===== src/rtl/adc_capture_ctrl.sv =====
`default_nettype none
// ============================================================================
//  Module      : adc_capture_ctrl
//  Description : Armed, triggered and decimated ADC capture into the sample FIFO.
//  Revision    : 1.0 - initial release
// ============================================================================
module adc_capture_ctrl #(
    parameter int DATA_W  = 16,
    parameter int LEN_W   = 24,
    parameter int DECIM_W = 8
) (
    input  logic                clk,
    input  logic                reset_n,
    input  logic [DATA_W-1:0]   adc_data_1,
    input  logic [DATA_W-1:0]   adc_data_2,
    input  logic                data_valid,
    input  logic                link_ready,
    input  logic                start,
    input  logic                abort,
    input  logic [1:0]          trig_mode,
    input  logic [DATA_W-1:0]   trig_level,
    input  logic [LEN_W-1:0]    capture_len,
    input  logic [DECIM_W-1:0]  decim,
    input  logic                fifo_prog_full,
    output logic [2*DATA_W-1:0] fifo_din,
    output logic                fifo_wr_en,
    output logic                busy,
    output logic                done,
    output logic                overflow,
    output logic [LEN_W-1:0]    words_written
);

    typedef enum logic [1:0] {
        S_IDLE = 2'd0,
        S_WAIT = 2'd1,
        S_CAPT = 2'd2,
        S_DONE = 2'd3
    } state_t;

    state_t              state_q, state_d;
    logic [DATA_W-1:0]   prev_q, prev_d;
    logic                prev_vld_q, prev_vld_d;
    logic [DECIM_W-1:0]  dcnt_q, dcnt_d;
    logic [1:0]          mode_q, mode_d;
    logic [DATA_W-1:0]   level_q, level_d;
    logic [LEN_W-1:0]    len_q, len_d;
    logic [DECIM_W-1:0]  decim_q, decim_d;
    logic [2*DATA_W-1:0] din_q, din_d;
    logic                wr_en_q, wr_en_d;
    logic                busy_q, busy_d;
    logic                done_q, done_d;
    logic                ovf_q, ovf_d;
    logic [LEN_W-1:0]    words_q, words_d;

    logic                strobe;
    logic                fire;
    logic                last_phase;
    logic                keep;
    logic [LEN_W-1:0]    words_inc;

    assign strobe    = data_valid && link_ready;
    assign words_inc = words_q + LEN_W'(1);
    // Ratios 0 and 1 both keep every accepted sample.
    assign last_phase = (decim_q <= DECIM_W'(1)) || (dcnt_q == decim_q - DECIM_W'(1));

    always_comb begin
        fire = 1'b0;
        case (mode_q)
            2'd1:    fire = prev_vld_q && (prev_q <  level_q) && (adc_data_1 >= level_q);
            2'd2:    fire = prev_vld_q && (prev_q >= level_q) && (adc_data_1 <  level_q);
            default: fire = 1'b1;
        endcase
    end

    always_comb begin
        state_d    = state_q;
        prev_d     = prev_q;
        prev_vld_d = prev_vld_q;
        dcnt_d     = dcnt_q;
        mode_d     = mode_q;
        level_d    = level_q;
        len_d      = len_q;
        decim_d    = decim_q;
        din_d      = din_q;
        wr_en_d    = 1'b0;
        ovf_d      = ovf_q;
        words_d    = words_q;
        keep       = 1'b0;

        if (abort) begin
            state_d    = S_IDLE;
            prev_vld_d = 1'b0;
        end else begin
            case (state_q)
                S_IDLE, S_DONE: begin
                    if (start) begin
                        mode_d     = trig_mode;
                        level_d    = trig_level;
                        len_d      = capture_len;
                        decim_d    = decim;
                        words_d    = '0;
                        ovf_d      = 1'b0;
                        prev_vld_d = 1'b0;
                        dcnt_d     = '0;
                        state_d    = (capture_len == '0) ? S_DONE : S_WAIT;
                    end
                end
                S_WAIT: begin
                    if (strobe) begin
                        prev_d     = adc_data_1;
                        prev_vld_d = 1'b1;
                        if (fire) begin
                            dcnt_d = '0;
                            keep   = 1'b1;
                        end
                    end
                end
                default: begin
                    if (strobe) begin
                        if (last_phase) begin
                            dcnt_d = '0;
                            keep   = 1'b1;
                        end else begin
                            dcnt_d = dcnt_q + DECIM_W'(1);
                        end
                    end
                end
            endcase

            // A full FIFO drops the kept sample and terminates the capture.
            if (keep) begin
                if (fifo_prog_full) begin
                    ovf_d   = 1'b1;
                    state_d = S_DONE;
                end else begin
                    din_d   = {adc_data_1, adc_data_2};
                    wr_en_d = 1'b1;
                    words_d = words_inc;
                    state_d = (words_inc == len_q) ? S_DONE : S_CAPT;
                end
            end
        end

        busy_d = (state_d == S_WAIT) || (state_d == S_CAPT);
        done_d = (state_d == S_DONE);
    end

    always_ff @(posedge clk) begin
        if (!reset_n) begin
            state_q    <= S_IDLE;
            prev_q     <= '0;
            prev_vld_q <= 1'b0;
            dcnt_q     <= '0;
            mode_q     <= '0;
            level_q    <= '0;
            len_q      <= '0;
            decim_q    <= '0;
            din_q      <= '0;
            wr_en_q    <= 1'b0;
            busy_q     <= 1'b0;
            done_q     <= 1'b0;
            ovf_q      <= 1'b0;
            words_q    <= '0;
        end else begin
            state_q    <= state_d;
            prev_q     <= prev_d;
            prev_vld_q <= prev_vld_d;
            dcnt_q     <= dcnt_d;
            mode_q     <= mode_d;
            level_q    <= level_d;
            len_q      <= len_d;
            decim_q    <= decim_d;
            din_q      <= din_d;
            wr_en_q    <= wr_en_d;
            busy_q     <= busy_d;
            done_q     <= done_d;
            ovf_q      <= ovf_d;
            words_q    <= words_d;
        end
    end

    assign fifo_din      = din_q;
    assign fifo_wr_en    = wr_en_q;
    assign busy          = busy_q;
    assign done          = done_q;
    assign overflow      = ovf_q;
    assign words_written = words_q;

endmodule
`default_nettype wire


===== config.mk =====
export PLATFORM = sky130hd
export DESIGN_NAME = adc_capture_ctrl
export DESIGN_NICKNAME = d
export VERILOG_FILES = /design/src/rtl/adc_capture_ctrl.sv
export SDC_FILE = /design/constraint.sdc
export NUM_CORES = 1
export LEC_CHECK = 0
export BUFFER_PORTS_ARGS = -buffer_cell sky130_fd_sc_hd__buf_2
export CORE_ASPECT_RATIO = 0.75
export CORE_MARGIN = 3
export CORE_UTILIZATION = 60
export DETAILED_ROUTE_END_ITERATION = 10
export PLACE_DENSITY_LB_ADDON = 0.05
export SYNTH_ARGS = -nofsm -noshare
export SYNTH_HDL_FRONTEND = slang
export SYNTH_SLANG_ARGS = --single-unit

===== constraint.sdc =====
create_clock -name clk -period 7.5 [get_ports clk]
set_input_delay 0.375 -clock clk [delete_from_list [all_inputs] [get_ports clk]]
set_output_delay 0.375 -clock clk [all_outputs]
set_load 0.1 [all_outputs]

# Word level (Yosys, flattened, before mapping)
# Index checks and enable logic that the tools add are counted.
classes:
  addsub: 3
  n_lt_le_gt_ge: 5
  n_eq_ne: 12
  muxes: 32
  n_bitwise: 4
  reduce_logical: 19
ops:
  columns: ["operator", "count"]
  rows:
  - ["$mux W24", 4]
  - ["$mux W8", 5]
  - ["$ge A16 B16 Y1", 2]
  - ["$lt A16 B16 Y1", 2]
  - ["$add A24 B1 Y24 const B", 1]
  - ["$eq A24 B24 Y1", 1]
  - ["$logic_not A24 Y1", 1]
  - ["$pmux W8 S2", 1]
  - ["$mux W1", 14]
  - ["$reduce_and A3 Y1", 4]
  - ["$mux W2", 5]
  - ["$add A8 B1 Y8 const B", 1]
  - ["$eq A2 B2 Y1 const B", 4]
  - ["$eq A8 B8 Y1", 1]
  - ["$le A8 B1 Y1 const B", 1]
  - ["$sub A8 B1 Y8 const B", 1]
  - ["$eq A2 B1 Y1 const B", 3]
  - ["$ne A2 B2 Y1 const B", 3]
  - ["$pmux W1 S2", 3]
  - ["$logic_and A1 B1 Y1", 5]
  - ["$reduce_and A5 Y1", 1]
  - ["$not A1 Y1", 4]
  - ["$reduce_bool A2 Y1", 2]
  - ["$reduce_or A2 Y1", 2]
  - ["3 further kinds", 4]
totals:
  register_bits: 137
  output_inout_bits: 60
  wordCells: 89

# Longest topological paths before layout
# Gate-level depths: netlist of the first run.
depth:
  ltp_word: 12
  mapped_depth: 14

# Least setup slack after synthesis of the first run
# No wires, ideal clock.
synth_timing:
  path_type: "reg-to-reg"
  from: "register words_q[0] (netlist: words_written[0])"
  to: "register busy_q (netlist: busy)"
  arrival_time_ns: 3.668
  setup_slack_ns: 3.717
  stages_incl_launch_ff: 12
  period_less_slack_ns: 3.783
  path_cell_list: "dfxtp_1 -> ha_1 -> nand3_1 -> nor4_1 -> nand3_1 -> xnor2_1 -> nand4_1 -> a2111oi_0 -> a21oi_1 -> nor3_1 -> ha_1 -> and2_1"
synth_between:
  elab_chain_len: 8
synth_lines:
  columns: ["item", "line_no", "text"]
  rows:
  - ["from (decl)", "53", "logic [LEN_W-1:0] words_q, words_d;"]
  - ["from (signal assigned)", "178", "words_q <= words_d;"]
  - ["$add A24 B1 Y24 *", "62", "assign words_inc = words_q + LEN_W'(1);"]
  - ["$eq A24 B24 Y1 *", "139", "state_d = (words_inc == len_q) ? S_DONE : S_CAPT;"]
  - ["$mux W1 *", "139", null]
  - ["$mux W1 *", "132", "if (fifo_prog_full) begin"]
  - ["$mux W2 *", "131", "if (keep) begin"]
  - ["$mux W2 *", "90", "if (abort) begin"]
  - ["net state_d[0]", "40", "state_t state_q, state_d;"]
  - ["$eq A2 B1 Y1 or $eq A2 B2 Y1 (tied branches)", "144", "busy_d = (state_d == S_WAIT) || (state_d == S_CAPT);"]
  - ["$logic_or A1 B1 Y1 *", "144", null]
  - ["net busy_d", "50", "logic busy_q, busy_d;"]
  - ["to (signal assigned)", "175", "busy_q <= busy_d;"]
  - ["to (decl)", "50", null]
# The timed path passes the listed nets; every way through them passes the cells marked *.
# A chain may end at the register's enable or synchronous reset.

# Worst setup path after layout of the first run
layout_timing:
  from: "register level_q[1]"
  to: "register words_q[12] (netlist: words_written[12])"
layout_between:
  elab_chain_len: 9
layout_lines:
  columns: ["item", "line_no", "text"]
  rows:
  - ["from (decl)", "45", "logic [DATA_W-1:0] level_q, level_d;"]
  - ["from (signal assigned)", "170", "level_q <= level_d;"]
  - ["$ge A16 B16 Y1 or $lt A16 B16 Y1 (tied branches)", "70, 69", null]
  - ["$logic_and A1 B1 Y1 (on tied branches) (2 in series)", "70, 69", null]
  - ["$pmux W1 S2 *", "68", "case (mode_q)"]
  - ["$mux W1 *", "112", "if (fire) begin"]
  - ["$mux W1 *", "109", "if (strobe) begin"]
  - ["$pmux W1 S2 *", "94", "case (state_q)"]
  - ["$mux W1 *", "90", null]
  - ["$mux W24 *", "131", null]
# Every way passes the cells marked *; elsewhere a longest branch is shown, timed or not. The select of a mux whose other input is x is not followed.

==> results of run 1 <==
==> layout make-up <==
cell class / instances / area (um^2) / area share
Multi-Input combinational cell: 701 / 4170 / 0.480
Timing Repair Buffer: 156 / 801 / 0.0922
Tap cell: 162 / 203 / 0.0233
Sequential cell: 137 / 2740 / 0.316
Clock buffer: 18 / 439 / 0.0506
Clock inverter: 14 / 163 / 0.0187
Inverter: 43 / 163 / 0.0187
==> final timing paths <==
| kind | from | endpoint | slack (ps) | cells after the start |
|---|---|---|---|---|
| setup / recovery | level_q[1]$_SDFFE_PN0P_ | words_written[12]$_SDFFE_PN0N_ | 3560 | 10 |
| hold / removal | trig_level[6] | level_q[6]$_SDFFE_PN0P_ | 190 | 3 |
| setup reg to reg | level_q[1]$_SDFFE_PN0P_ | words_written[12]$_SDFFE_PN0N_ | 3560 | 10 |
| hold reg to reg | level_q[4]$_SDFFE_PN0P_ | level_q[4]$_SDFFE_PN0P_ | 450 | 2 |
==> kinds of logic after synthesis <==
family	synth area share
adder cells (fa/ha/maj)	0.0705
XOR/XNOR	0.0529
AND/OR/NAND/NOR	0.248
flip-flops	0.377
AO/OA/AOI/OAI	0.198
buffers and inverters	0.0529
multiplexers	0.00138
==> state kept, by name, indices dropped and copies added, names as in the netlist <==
name,count
state_q,2
level_q,16
mode_q,2
dcnt_q,8
done,1
busy,1
overflow,1
len_q,24
prev_q,16
fifo_wr_en,1
fifo_din,32
words_written,24
decim_q,8
prev_vld_q,1
==> report_power, final <==
part / internal (W) / switching, W / leakage (nW)
Sequential: 0.000743 / 0.0000119 / 1.11
Clock: 0.000505 / 0.000344 / 0.288
Combinational: 0.0000647 / 0.000111 / 1.98
==> per-stage QoR <==
step	cells	worst slack [ps]	utilization	area (um^2)	power [W]
after floorplan	937	3720	-	7280	0.000880
final	1231	3560	0.742	8680	0.00178
after detailed placement	1199	3530	0.691	8080	0.000942
after CTS	1231	3610	0.742	8680	0.00178
after global routing	1231	3300	0.742	8680	0.00184
after global placement	1199	3530	0.691	8080	0.000939
==> cell usage after synthesis (3+ instances only) <==
library cell                 n
sky130_fd_sc_hd__a211o_1     3
sky130_fd_sc_hd__a211oi_1    4
sky130_fd_sc_hd__a21boi_0    5
sky130_fd_sc_hd__a21o_1      3
sky130_fd_sc_hd__a21oi_1   127
sky130_fd_sc_hd__a221o_1     4
sky130_fd_sc_hd__and2_1      7
sky130_fd_sc_hd__and3_1      8
sky130_fd_sc_hd__and4_1      4
sky130_fd_sc_hd__buf_2       3
sky130_fd_sc_hd__clkbuf_1   50
sky130_fd_sc_hd__dfxtp_1   137
sky130_fd_sc_hd__ha_1       41
sky130_fd_sc_hd__inv_1      41
sky130_fd_sc_hd__nand2_1   171
sky130_fd_sc_hd__nand3_1    55
sky130_fd_sc_hd__nand3b_1    3
sky130_fd_sc_hd__nand4_1    33
sky130_fd_sc_hd__nor2_1     26
sky130_fd_sc_hd__nor2b_1     4
sky130_fd_sc_hd__nor3_1     19
sky130_fd_sc_hd__nor4_1     14
sky130_fd_sc_hd__o211ai_1   18
sky130_fd_sc_hd__o21ai_0    43
sky130_fd_sc_hd__o221ai_1    4
sky130_fd_sc_hd__o22ai_1     5
sky130_fd_sc_hd__or3_1       7
sky130_fd_sc_hd__or4_1      14
sky130_fd_sc_hd__xnor2_1    30
sky130_fd_sc_hd__xor2_1     14
==> critical path, stage by stage (launching register included) <==
cell and delay, ps:
sky130_fd_sc_hd__dfxtp_1 330, sky130_fd_sc_hd__inv_1 60, sky130_fd_sc_hd__ha_1 290, sky130_fd_sc_hd__nor2b_1 150, sky130_fd_sc_hd__o211ai_1 120, sky130_fd_sc_hd__a2111oi_0 530
sky130_fd_sc_hd__nor4_1 140, sky130_fd_sc_hd__a211o_1 380, sky130_fd_sc_hd__a211o_4 580, sky130_fd_sc_hd__o21ai_1 970, sky130_fd_sc_hd__o221ai_1 210
==> metal layers <==
metal | share of wire | vias up | GRT usage | routed length [um]
met5 | 0 | - | 0 | 0
met4 | 0.019 | 0 | 0.0909 | 394
met3 | 0.087 | 38 | 0.0621 | 1770
met2 | 0.44 | 329 | 0.462 | 8870
met1 | 0.45 | 3446 | 0.420 | 9190
li1 | - | 3589 | - | -
==> results.yml, run 1 <==
finish:
  drive_above_1_share: 0.184
  antennaDiodeCount: 0
  nNetsFinal: 1186
  synthToLayoutAreaGrowth_pct: 19.3
  layout_commonest_cell: "sky130_fd_sc_hd__nand2_1"
  nFillCells: 997
  final_cell_mix: "sky130_fd_sc_hd__nand2_1 (171), sky130_fd_sc_hd__buf_2 (148), sky130_fd_sc_hd__dfxtp_1 (137)"
synth:
  ys_top_cells_by_area: "sky130_fd_sc_hd__dfxtp_1 (38%), sky130_fd_sc_hd__nand2_1 (8.8%), sky130_fd_sc_hd__a21oi_1 (8.7%)"
  synth-seq-area-share: 0.377
  ys_async_sr_fraction: 0
  netlist.area_leader.share: 0.377
  postSynthNetCount: 1067
  dominantRegCellSynth: "sky130_fd_sc_hd__dfxtp_1"
  synth-warning-count: 0
  synthesis.area_um2: 7280
  postSynthRegisterBits: 137
  synth_cells: 937
  count_of_flip_flops_with_a_built_in_enable_after_synthesis: 0
  syn_avg_cell_area_um2: 7.77
  synth.distinct_cells: 62
  synth_largest_area_cell: "sky130_fd_sc_hd__dfxtp_1"
pwr:
  power.density_nw_per_um2: 205
  power.static_leakage_nw: 3.38
  ir_drop_v: 0.000162
floorplan:
  pin_count: 149
  placeable_core_region_um2: 11700
  initial_util: 0.622
  floorplan.die.width_um: 133
  row_count: 34
  floorplan.die_area_um2: 13500
  chipHeight_um: 101
routing:
  detail-route-antenna-nets: 0
  drt_wl_cell_um: 16.4
  wirelength_um: 20200
  drt_iter0_markers: 591
  drt-vias-per-instance: 6.01
  overall_via_count_from_detail_route: 7402
  drc: 0
  drt_first_pass_iters: 5
global_route:
  grt_first_pass_wirelength_um: 32900
  via_count_of_the_first_global_routing_pass: 6731
  grt_usage: 0.297
  number_of_antenna_violations_at_the_first_check_in_global_routing: 0
  gr-total-overflow: 0
  grt_start_max_net_pins: 61
timing:
  finalCritPeriodShare: 0.525
  fmaxAchievable_mhz: 254
  fin_worst_skew_ps: 12.5
  timing.max_slew.rel_slack: 0.227
  finalWorstPathRequiredPeriod_ps: 3940
  tightestPinTransition_ps: 1150
  hold_viol_final: 0
  setup_violations: 0
  slew_viol_final: 0
  fin_tns_setup_ps: 0
  setup_repair_after_global_routing_missed_its_margin: "false"
  worst_hold_slack_ps: 188
critical_path:
  timing_worst_setup_path_type: "reg2reg"
  worstPathRequired_ps: 7760
  worst_setup_path_start_kind: "flop"
  worst-endpoint-arrival_ps: 4200
  path_max_fanout: 54
  critPathCaptureType: "flop"
outcome:
  outcome: "finished, final reports clean"
placed_design:
  dp.final_hpwl_um: 13900
  io_buffers: 148
  gpl.final_weighted_congestion: 0.947
clock_network:
  tritoncts.num_buffers: 17
  tritoncts: "yes"
  clock-root-buffer: "sky130_fd_sc_hd__clkbuf_16"
  postCtsHoldBufs: 0
  post_cts_buffers: 0
  clock_tree.htree_level_count: 4
  clk-insertion-delay-late_ps: 430
  clock_sinks: 137
  clockBufferDepth: 2
  path_clk_slew_ps: 60
  cts-resized-gates: 0
worst_hold_path:
  hold_path_class: "in2reg"
flow_run:
  cap_viol_max_count: 0
Note: power is estimated with default switching activity, not from simulation.
==> run 2, diff against run 1 <==
--- a/config.mk
+++ b/config.mk
@@ -8,7 +8,7 @@
 export BUFFER_PORTS_ARGS = -buffer_cell sky130_fd_sc_hd__buf_2
 export CORE_ASPECT_RATIO = 0.75
 export CORE_MARGIN = 3
-export CORE_UTILIZATION = 60
+export CORE_UTILIZATION = 55
 export DETAILED_ROUTE_END_ITERATION = 10
 export PLACE_DENSITY_LB_ADDON = 0.05
 export SYNTH_ARGS = -nofsm -noshare
==> constraint.sdc (replaced) <==
create_clock -name clk -period 4 [get_ports clk]
set_input_delay 0.2 -clock clk [delete_from_list [all_inputs] [get_ports clk]]
set_output_delay 0.2 -clock clk [all_outputs]
set_load 0.1 [all_outputs]
==> run 2 against run 1 <==
Die area is 8.6% higher. Global-route usage is 1.3 points lower. Clock power is 100% higher. First-iteration DRC count is 4.1% higher. Count of clock-buffer cells in the layout stayed put. Fmax is 9.6% higher. Non-clock buffer count is 6 higher. Final area is 1.1% higher.
==> results.yml, run 2 (synthesized netlist as in run 1, its figures left out) <==
outcome:
  outcome: "finished, final reports clean"
floorplan:
  placeable_core_region_um2: 12600
  floorplan.die.width_um: 139
  initial_util: 0.577
  row_count: 35
  chipHeight_um: 106
  pin_count: 149
  floorplan.die_area_um2: 14700
timing:
  fmaxAchievable_mhz: 278
  tightestPinTransition_ps: 1090
  finalCritPeriodShare: 0.899
  worst_hold_slack_ps: 20.8
  setup_repair_after_global_routing_missed_its_margin: "false"
  fin_worst_skew_ps: 12.7
  slew_viol_final: 0
  fin_tns_setup_ps: 0
  finalWorstPathRequiredPeriod_ps: 3600
  setup_violations: 0
  hold_viol_final: 0
  timing.max_slew.rel_slack: 0.269
critical_path:
  timing_worst_setup_path_type: "reg2reg"
  critPathCaptureType: "flop"
  regToRegSetupSlack_ps: 400
  worst-endpoint-arrival_ps: 3900
  path_max_fanout: 54
  worst_setup_path_start_kind: "flop"
  worstPathRequired_ps: 4300
  ff2ff_path_depth: 11
  r2r_end: "busy$_SDFF_PN0_"
  worstReg2RegStart: "level_q[11]$_SDFFE_PN0P_"
worst_hold_path:
  whs_endpoint: "level_q[8]$_SDFFE_PN0P_"
  hold_path.startpoint: "trig_level[8]"
  hold_path_depth: 3
  hold_path_class: "in2reg"
finish:
  largest_register_ffs: 32
  synthToLayoutAreaGrowth_pct: 20.6
  antennaDiodeCount: 0
  nFillCells: 1080
  drive_above_1_share: 0.189
  layout_commonest_cell: "sky130_fd_sc_hd__nand2_1"
  final_cell_mix: "sky130_fd_sc_hd__nand2_1 (171), sky130_fd_sc_hd__buf_2 (148), sky130_fd_sc_hd__dfxtp_1 (137)"
  nNetsFinal: 1192
clock_network:
  clock_tree.htree_level_count: 4
  clk-insertion-delay-late_ps: 410
  tritoncts.num_buffers: 17
  clock-root-buffer: "sky130_fd_sc_hd__clkbuf_16"
  cts-resized-gates: 0
  clock_sinks: 137
  postCtsHoldBufs: 0
  post_cts_buffers: 0
  tritoncts: "yes"
  path_clk_slew_ps: 60
  clockBufferDepth: 2
global_route:
  gr-total-overflow: 0
  number_of_antenna_violations_at_the_first_check_in_global_routing: 0
  grt_start_max_net_pins: 69
  grt_first_pass_wirelength_um: 34500
  grt_usage: 0.284
  via_count_of_the_first_global_routing_pass: 6782
routing:
  wirelength_um: 20900
  drt-vias-per-instance: 5.88
  detail-route-antenna-nets: 0
  drt_wl_cell_um: 16.8
  drt_first_pass_iters: 5
  drc: 0
  overall_via_count_from_detail_route: 7300
  drt_iter0_markers: 615
pwr:
  power.density_nw_per_um2: 396
  power.static_leakage_nw: 3.44
  ir_drop_v: 0.000293
  power.total_w: 0.00348
placed_design:
  gpl.final_weighted_congestion: 0.952
  io_buffers: 148
  dp.final_hpwl_um: 14300
flow_run:
  cap_viol_max_count: 0
run 2: cell types whose count changed in the layout (fill, tap and decap cells not counted):
cell	before	now
sky130_fd_sc_hd__buf_4	8	14
sky130_fd_sc_hd__bufinv_16	2	4
sky130_fd_sc_hd__clkinv_4	6	5
sky130_fd_sc_hd__clkinvlp_4	2	0
sky130_fd_sc_hd__inv_8	0	1
run 2: metal layers:
| metal | GRT usage | wire (um) | share of wire | vias up |
|---|---|---|---|---|
| met5 | 0 | 0 | 0 | - |
| met4 | 0.0642 | 225 | 0.011 | 0 |
| met3 | 0.0567 | 1540 | 0.074 | 21 |
| met2 | 0.424 | 9030 | 0.43 | 285 |
| met1 | 0.423 | 10100 | 0.48 | 3401 |
| li1 | - | - | - | 3593 |
run 2: layout make-up:
type                            instances  area [um^2]  share of cell area
Clock buffer                           18          439              0.0500
Clock inverter                         14          210              0.0239
Inverter                               43          163              0.0185
Multi-Input combinational cell        701         4170               0.475
Sequential cell                       137         2740               0.312
Tap cell                              166          208              0.0237
Timing Repair Buffer                  162          846              0.0964
run 2: critical path, cell delays in order, from the launching register on:
cell and delay [ps]:
sky130_fd_sc_hd__dfxtp_1 350, sky130_fd_sc_hd__inv_1 80, sky130_fd_sc_hd__ha_1 320, sky130_fd_sc_hd__nand4_1 190
sky130_fd_sc_hd__a2111oi_0 600, sky130_fd_sc_hd__nor4_1 150, sky130_fd_sc_hd__o22ai_1 420, sky130_fd_sc_hd__a211o_4 590
sky130_fd_sc_hd__a21oi_1 140, sky130_fd_sc_hd__nor3_1 230, sky130_fd_sc_hd__ha_1 260, sky130_fd_sc_hd__and2_1 150
run 2: how the worst max path moves through the flow:
stage                                   from         endpoint  depth (start not counted)
2_1_floorplan  words_written[0]$_SDFFE_PN0N_  busy$_SDFF_PN0_                         11
3_3_place_gp        level_q[11]$_SDFFE_PN0P_  busy$_SDFF_PN0_                         11
3_5_place_dp        level_q[11]$_SDFFE_PN0P_  busy$_SDFF_PN0_                         11
4_1_cts             level_q[11]$_SDFFE_PN0P_  busy$_SDFF_PN0_                         11
5_1_grt             level_q[11]$_SDFFE_PN0P_  busy$_SDFF_PN0_                         11
6_report            level_q[11]$_SDFFE_PN0P_  busy$_SDFF_PN0_                         11
run 2: metrics by stage:
stage	cell area [um^2]	std cells	setup WS [ps]	utilization
2_1_floorplan	7280	937	217	-
4_1_cts	8780	1241	467	0.696
6_report	8780	1241	404	0.696
5_1_grt	8780	1241	107	0.696
3_3_place_gp	8130	1209	577	0.645
3_5_place_dp	8130	1209	538	0.645
run 2: where the power goes:
group	total, W	leakage, nW	switching [W]	internal [W]
Combinational	0.000334	2.02	0.000211	0.000123
Clock	0.00173	0.318	0.000648	0.00108
Sequential	0.00142	1.11	0.0000233	0.00139
==> run 3, diff against run 2 <==
--- a/config.mk
+++ b/config.mk
@@ -11,6 +11,7 @@
 export CORE_UTILIZATION = 55
 export DETAILED_ROUTE_END_ITERATION = 10
 export PLACE_DENSITY_LB_ADDON = 0.05
+export RECOVER_POWER = 25
 export SYNTH_ARGS = -nofsm -noshare
 export SYNTH_HDL_FRONTEND = slang
 export SYNTH_SLANG_ARGS = --single-unit
==> constraint.sdc (replaced) <==
create_clock -name clk -period 3.5 [get_ports clk]
set_input_delay 0.175 -clock clk [delete_from_list [all_inputs] [get_ports clk]]
set_output_delay 0.175 -clock clk [all_outputs]
set_load 0.1 [all_outputs]
==> run 3 against run 2 <==
Critical path depth grew 2. Routed wire length grew 2.9%. Clock skew shrank 2.6 ps. Final area grew 2.9%. Sequential share of layout area shrank 0.70 points. Sequential cell count is the same. Combinational power grew 25%. Fmax grew 9.2%. Cell count grew 2.9%. Count of clock-buffer cells in the layout grew 1. Largest cell class unchanged. Core utilization grew 2.0 points.
==> results.yml, run 3 (synthesized netlist as in run 1, its figures left out) <==
timing:
  fmaxAchievable_mhz: 304
  setup_violations: 0
  slew_viol_final: 0
  fin_worst_skew_ps: 10.1
  worst_hold_slack_ps: 8.45
  timing.max_slew.rel_slack: 0.190
  setup_repair_after_global_routing_missed_its_margin: "false"
  finalCritPeriodShare: 0.941
  finalWorstPathRequiredPeriod_ps: 3290
  fin_tns_setup_ps: 0
  tightestPinTransition_ps: 1220
  hold_viol_final: 0
clock_network:
  clockBufferDepth: 2
  clock_tree.htree_level_count: 4
  path_clk_slew_ps: 60
  tritoncts.num_buffers: 17
  clock_sinks: 137
  clk-insertion-delay-late_ps: 420
  clock-root-buffer: "sky130_fd_sc_hd__clkbuf_16"
  tritoncts: "yes"
pwr:
  ir_drop_v: 0.000367
  power.total_w: 0.00385
  power.density_nw_per_um2: 426
  power.static_leakage_nw: 3.36
finish:
  antennaDiodeCount: 0
  nNetsFinal: 1228
  fin_util: 0.716
  nFillCells: 1073
  drive_above_1_share: 0.158
  synthToLayoutAreaGrowth_pct: 24.1
  area.sequential_um2: 2760
  layout_commonest_cell: "sky130_fd_sc_hd__nand2_1"
  final_cell_mix: "sky130_fd_sc_hd__nand2_1 (171), sky130_fd_sc_hd__a21oi_1 (127), sky130_fd_sc_hd__dfxtp_1 (125)"
  multi_input_area_um2: 4180
  largest_register_ffs: 32
global_route:
  grt_start_max_net_pins: 61
  grt_first_pass_wirelength_um: 35100
  gr-total-overflow: 0
  number_of_antenna_violations_at_the_first_check_in_global_routing: 0
  via_count_of_the_first_global_routing_pass: 6902
  grt_usage: 0.292
outcome:
  outcome: "finished, final reports clean"
flow_run:
  cap_viol_max_count: 0
floorplan:
  row_count: 35
  floorplan.die.width_um: 139
  floorplan.die_area_um2: 14700
  initial_util: 0.577
  placeable_core_region_um2: 12600
  chipHeight_um: 106
  pin_count: 149
routing:
  drt_first_pass_iters: 4
  detail-route-antenna-nets: 0
  drt-vias-per-instance: 5.84
  drt_iter0_markers: 652
  drc: 0
  wirelength_um: 21500
  drt_wl_cell_um: 16.8
  overall_via_count_from_detail_route: 7457
worst_hold_path:
  hold_path_class: "in2reg"
placed_design:
  io_buffers: 148
  gpl.final_weighted_congestion: 0.892
  dp.final_hpwl_um: 14500
critical_path:
  path_max_fanout: 7
  worst_setup_path_start_kind: "flop"
  timing_worst_setup_path_type: "reg2reg"
  worstPathRequired_ps: 3810
  critPathCaptureType: "flop"
  worst-endpoint-arrival_ps: 3600
==> run 3: stage by stage <==
step,cells,instance area [um^2],worst slack (ps)
4_1_cts,1277,9080,80.1
6_report,1277,9030,207
2_1_floorplan,937,7290,121
3_5_place_dp,1216,8200,173
3_3_place_gp,1216,8200,197
5_1_grt,1277,9030,9.83
==> run 3: power breakdown <==
part / internal (W) / switching [W]
logic: 0.000167 / 0.000252
clock network: 0.00109 / 0.000718
registers: 0.00159 / 0.0000266
total: 0.00285 / 0.000997
==> run 3: timing repair <==
item	4_1_cts	5_1_grt
hold buffers	29	0
endpoints found under the hold margin	29	0
resized for setup	1	2
gates cloned	0	0
setup endpoints to repair	1	14
buffers inserted	0	0
==> run 3: final timing paths <==
| path | startpoint | slack [ps] | depth (start not counted) | to |
|---|---|---|---|---|
| worst min register to register | level_q[1]$_SDFFE_PN0P_ | 460 | 2 | level_q[1]$_SDFFE_PN0P_ |
| worst max-delay path | words_written[0]$_SDFFE_PN0N_ | 210 | 13 | busy$_SDFF_PN0_ |
| worst max register to register | words_written[0]$_SDFFE_PN0N_ | 210 | 13 | busy$_SDFF_PN0_ |
| worst min-delay path | trig_level[12] | 8 | 3 | level_q[12]$_SDFFE_PN0P_ |
==> run 3: critical path: stages, from the launching register on <==
cell                        delay [ps]
sky130_fd_sc_hd__dfxtp_2           400
sky130_fd_sc_hd__ha_1              280
sky130_fd_sc_hd__nand3_1           210
sky130_fd_sc_hd__nor4_1            240
sky130_fd_sc_hd__buf_4             210
sky130_fd_sc_hd__nand3_1           130
sky130_fd_sc_hd__xnor2_1           180
sky130_fd_sc_hd__nand4_1           180
sky130_fd_sc_hd__a2111oi_2         510
sky130_fd_sc_hd__buf_4             180
sky130_fd_sc_hd__a21oi_1            60
sky130_fd_sc_hd__nor3_1            200
sky130_fd_sc_hd__ha_1              260
sky130_fd_sc_hd__and2_1            150
==> run 3: per-layer routing <==
metal | global-route usage | vias up | share of wire
met3 | 0.0599 | 26 | 0.080
met4 | 0.0901 | 0 | 0.013
met5 | 0 | - | 0
li1 | - | 3685 | -
met2 | 0.421 | 298 | 0.42
met1 | 0.437 | 3448 | 0.48
==> run 3: layout make-up <==
cell class / count / share of cell area
repair buffers: 198 / 0.125
inverters: 43 / 0.0180
well taps: 166 / 0.0230
flip-flops and latches: 137 / 0.305
clock buffers: 19 / 0.0502
multi-input cells: 701 / 0.463
clock inverters: 13 / 0.0158
